===== src/rtl/inst_cache.sv =====
// Direct-mapped, read-only instruction cache with one-word lines.
// Hits respond one cycle after accept; misses refill one word from memory.
module inst_cache #(
  parameter int ADDR_WIDTH  = 32,
  parameter int INST_WIDTH  = 32,
  parameter int INDEX_WIDTH = 6
) (
  input  logic                  clk,
  input  logic                  rst,
  input  logic                  cpu_ce,
  input  logic                  cpu_stall,
  input  logic [ADDR_WIDTH-1:0] cpu_addr,
  output logic                  cpu_inst_enable,
  output logic [INST_WIDTH-1:0] cpu_inst,
  output logic                  mem_req,
  output logic [ADDR_WIDTH-1:0] mem_addr,
  input  logic                  mem_valid,
  input  logic [INST_WIDTH-1:0] mem_data
);

  localparam int LINES = 1 << INDEX_WIDTH;
  localparam int TAG_W = ADDR_WIDTH - INDEX_WIDTH - 2;

  typedef enum logic {S_IDLE, S_REFILL} state_t;

  state_t                r_state;
  state_t                w_next_state;
  logic [LINES-1:0]      r_valid;
  logic [TAG_W-1:0]      r_tag  [LINES];
  logic [INST_WIDTH-1:0] r_data [LINES];
  logic                  r_inst_enable;
  logic [INST_WIDTH-1:0] r_inst;
  logic                  r_mem_req;
  logic [ADDR_WIDTH-1:0] r_mem_addr;

  logic [INDEX_WIDTH-1:0] w_idx;
  logic [TAG_W-1:0]       w_tag;
  logic [INDEX_WIDTH-1:0] w_fill_idx;
  logic [TAG_W-1:0]       w_fill_tag;
  logic                   w_accept;
  logic                   w_hit;
  logic                   w_fill;
  logic                   w_unused_addr;

  assign w_idx         = cpu_addr[INDEX_WIDTH+1:2];
  assign w_tag         = cpu_addr[ADDR_WIDTH-1:INDEX_WIDTH+2];
  // The refill line is addressed by the latched memory address.
  assign w_fill_idx    = r_mem_addr[INDEX_WIDTH+1:2];
  assign w_fill_tag    = r_mem_addr[ADDR_WIDTH-1:INDEX_WIDTH+2];
  assign w_unused_addr = ^cpu_addr[1:0];

  always_ff @(posedge clk) begin
    if (rst) r_state <= S_IDLE;
    else     r_state <= w_next_state;
  end

  always_comb begin
    w_next_state = r_state;
    case (r_state)
      S_IDLE:   if (w_accept && !w_hit) w_next_state = S_REFILL;
      S_REFILL: if (mem_valid)          w_next_state = S_IDLE;
      default:  w_next_state = S_IDLE;
    endcase
  end

  always_comb begin
    w_accept = (r_state == S_IDLE) && cpu_ce && !cpu_stall;
    w_hit    = r_valid[w_idx] && (r_tag[w_idx] == w_tag);
    w_fill   = (r_state == S_REFILL) && mem_valid;
  end

  always_ff @(posedge clk) begin
    if (rst)         r_valid             <= '0;
    else if (w_fill) r_valid[w_fill_idx] <= 1'b1;
  end

  always_ff @(posedge clk) begin
    if (w_fill) begin
      r_tag[w_fill_idx]  <= w_fill_tag;
      r_data[w_fill_idx] <= mem_data;
    end
  end

  // A completing refill loads the response even under stall; otherwise stall freezes it.
  always_ff @(posedge clk) begin
    if (rst) begin
      r_inst_enable <= 1'b0;
      r_inst        <= '0;
    end else if (w_fill) begin
      r_inst_enable <= 1'b1;
      r_inst        <= mem_data;
    end else if (!cpu_stall) begin
      if (w_accept && w_hit) begin
        r_inst_enable <= 1'b1;
        r_inst        <= r_data[w_idx];
      end else begin
        r_inst_enable <= 1'b0;
      end
    end
  end

  always_ff @(posedge clk) begin
    if (rst) begin
      r_mem_req  <= 1'b0;
      r_mem_addr <= '0;
    end else if (w_accept && !w_hit) begin
      r_mem_req  <= 1'b1;
      r_mem_addr <= {cpu_addr[ADDR_WIDTH-1:2], 2'b00};
    end else if (w_fill) begin
      r_mem_req  <= 1'b0;
    end
  end

  assign cpu_inst_enable = r_inst_enable;
  assign cpu_inst        = r_inst;
  assign mem_req         = r_mem_req;
  assign mem_addr        = r_mem_addr;

endmodule


===== config.mk =====
export PLATFORM = sky130hd
export DESIGN_NAME = inst_cache
export DESIGN_NICKNAME = d
export VERILOG_FILES = /design/src/rtl/inst_cache.sv
export SDC_FILE = /design/constraint.sdc
export NUM_CORES = 2
export LEC_CHECK = 0
export CAP_MARGIN = 20
export CORE_MARGIN = 5
export CORE_UTILIZATION = 35
export DETAILED_ROUTE_END_ITERATION = 6
export GPL_TIMING_DRIVEN = 0
export SETUP_SLACK_MARGIN = 0.02
export SYNTH_ARGS = -nofsm -noshare
export SYNTH_HDL_FRONTEND = slang
export SYNTH_SLANG_ARGS = --single-unit

===== constraint.sdc =====
create_clock -name clk -period 4.5 [get_ports clk]
set_input_delay 0.675 -clock clk [delete_from_list [all_inputs] [get_ports clk]]
set_output_delay 0.675 -clock clk [all_outputs]
set_load 0.02 [all_outputs]

==> flow_summary.json <==
{
  "max_freq_mhz": 217,
  "place_hpwl_um": 337000,
  "layout_commonest_cell": "edfxtp_1",
  "final-instance-count-excl-fill": 12919,
  "grt_pass1_vias": 74839,
  "setup_ws_ns": -0.113,
  "slew_headroom_pct": 20.8,
  "core_area_mm2": 0.406,
  "startpoint_type": "primary input",
  "cts_tree": "built",
  "yosysWarningCount": 0,
  "clk_latency_ns": 0.93,
  "yosysUniqueCellTypes": 77,
  "postRouteAntennaNets": 0,
  "clk_pin_slew_worst_paths_ns": 0.07,
  "irDropWorstVdd_mv": 0.327,
  "finalClockSkew_ns": 0.0561,
  "period_minus_slack_ns": 4.61,
  "clk_path_buf_depth": 4,
  "cp_slowest_cell": "nor2b_2",
  "drc": 0,
  "hp-class": "in2reg",
  "gp_congestion": 0.903,
  "outcome": "complete, but fails checks",
  "cts_root_buffer": "clkbuf_16",
  "first_pass_iters": 6,
  "area_growth_pct": 19.5,
  "hold_buffers": 0,
  "fin_setup_tns_ns": -0.485,
  "avgRoutedWirePerCell_um": 38.8,
  "gr-total-overflow": 0,
  "vias": 77908,
  "routed_wl_um": 501000,
  "crit_path_max_incr_delay_ns": 0.68,
  "portBuffers": 127,
  "most-common-layout-cells": "edfxtp_1 (3584), mux4_2 (961), clkbuf_16 (357)",
  "grt_pass1_wl_um": 667000,
  "drive_gt1_share_pct": 31.0,
  "placed_cells": 12271,
  "drt_iter0_markers": 13663,
  "fillers": 34737,
  "hold_depth": 1,
  "postLayoutCoreUtil_pct": 42.0,
  "cts-htree-levels": 5,
  "leakage_nw": 52.9,
  "violations": "negative setup slack",
  "antenna_found_initial": 32,
  "cp-end-kind": "register",
  "synthFlopType": "edfxtp_1",
  "timing.final.max_slew_violations": 0,
  "power.density_mw_per_mm2": 420,
  "grtUsageTotal_pct": 23.1,
  "fp.dieArea_mm2": 0.421,
  "period_share_pct": 103,
  "reg2regPathDepth": 13,
  "synth_area_mm2": 0.143,
  "cts_sinks": 3713,
  "synth_seq_area_share_pct": 77.2,
  "via_per_inst": 6.03,
  "num_rows": 234,
  "cts_buffers": 348,
  "multiInputGateArea_mm2": 0.0316,
  "syn_avg_cell_area_um2": 22.4,
  "maxCapViolCount": 0,
  "setup_viol": 15,
  "die_w_um": 649,
  "cp_data_arrival_time_ns": 5.42,
  "netlist_instances": 6378,
  "start_util_pct": 35.1,
  "grt_max_degree": 67,
  "synth_edf_count": 3584,
  "worstPathCellList": "clkdlybuf4s50_1 > buf_4 > buf_4 > nor2b_2 > a22oi_1 > nand4_1 > nand4_1 > xor2_2 > o2111ai_2 > nand4b_4 > buf_12 > or2_2 > o21a_1 > clkbuf_1 > buf_16 > buf_6 > mux2i_1",
  "final_nets": 7270,
  "seqCellArea_mm2": 0.110,
  "crit_fanout": 10,
  "crit_type": "in2reg",
  "async_flop_share_pct": 0,
  "ioPinCount": 135,
  "tightestPinTransition_ns": 1.19,
  "worstPathRequired_ns": 5.31,
  "finalHoldViolations": 0,
  "ys_seq_elements": 3713,
  "die_y_um": 649,
  "rsz0062_at_grt": "yes"
}
==> metal layers <==
| layer | vias up | global-route usage (%) | wire [um] |
|---|---|---|---|
| met3 | 1334 | 6.09 | 63500 |
| met1 | 41429 | 30.0 | 176000 |
| met5 | - | 0 | 90 |
| met4 | 16 | 12.7 | 33000 |
| met2 | 6438 | 35.5 | 228000 |
| li1 | 28691 | - | - |
==> state kept, by name (all words and copies together), names as in the netlist <==
signal	count
cpu_inst	32
cpu_inst_enable	1
mem_addr	30
mem_req	1
r_data	2048
r_state	1
r_tag	1536
r_valid	64
==> final cells by class <==
cell class	instances	share of cell area, %
multi-input cells	2302	18.5
flip-flops and latches	3713	64.6
diodes	13	0.0191
clock buffers	427	5.43
well taps	5428	3.98
clock inverters	200	1.09
inverters	7	0.0227
repair buffers	475	4.84
plain buffers	354	1.53
==> metrics by stage <==
stage                     hold slack (ns)  cell area [um^2]  worst slack [ns]  power (W)
after floorplan                     0.435            143000             0.273     0.0406
after global placement              0.447            151000             -6.68     0.0425
after global routing               0.0624            171000           -0.0125     0.0732
after CTS                          0.0201            170000            0.0152     0.0716
final                              0.0716            171000            -0.113     0.0716
after detailed placement            0.457            158000             -3.43     0.0427
==> final timing paths <==
kind | endpoint | startpoint | slack (ns)
max | mem_addr[2] | cpu_addr[7] | -0.11
min | r_data[61][14] | mem_data[14] | 0.07
max reg2reg | mem_addr[2] | r_tag[63][14] | 0.16
min reg2reg | r_valid[35] | r_valid[35] | 0.47
==> synthesized netlist by cell type, types with 5 or more instances <==
cell type	n	area, um^2
edfxtp_1	3584	108000
mux4_2	961	21600
mux2i_1	304	3040
nor2_1	292	1100
clkbuf_1	144	541
dfxtp_1	129	2580
buf_2	127	636
a22oi_1	117	878
nand2_1	82	308
nand2b_1	74	463
nand3_1	56	280
a21oi_1	47	235
nor4_1	45	282
buf_1	34	128
o22ai_1	32	200
buf_4	30	225
o311a_1	29	290
o21ai_0	24	120
nor2b_1	23	144
buf_6	18	203
mux2_2	15	169
a211oi_1	14	105
o21ba_2	14	140
nor3_1	13	65.1
a22o_1	11	96.3
and2_1	10	62.6
xnor2_1	10	87.6
and3_1	9	56.3
o221ai_1	9	78.8
a221oi_1	8	70.1
nand4_1	7	43.8
o211ai_1	7	52.6
or2_2	7	43.8
a31oi_1	6	37.5
a32oi_1	6	52.6
o2111ai_1	6	52.6
or3_1	5	31.3
==> cell families (layout without fill, tap and decap cells) <==
group	count (synthesis)	count (layout)	synth area share, %
other	1	15	0.00263
buffers and inverters	364	1463	1.28
flip-flops	3713	3713	77.2
AND/OR/NAND/NOR	645	645	2.16
XOR/XNOR	12	12	0.0736
AO/OA/AOI/OAI	361	361	1.87
multiplexers	1282	1282	17.4
==> report_power, final <==
part,internal (W),switching [W]
Clock,0.0165,0.0130
Combinational,0.00150,0.00270
Sequential,0.0379,0.0000745
==> worst max-delay path: cells and delay by family <==
family | cells | cell delay (ns)
simple gates | 5 | 1.63
buf+inv | 7 | 1.74
mux | 1 | 0.26
xor+xnor | 1 | 0.36
compound gates | 3 | 0.71
==> timing repair <==
| action | CTS | global route |
|---|---|---|
| pin swaps | 4 | 3 |
| gates resized for setup | 367 | 98 |
| setup endpoints to repair | 65 | 64 |
| buffers inserted | 6 | 0 |
Note: power is estimated with default switching activity, not from simulation.
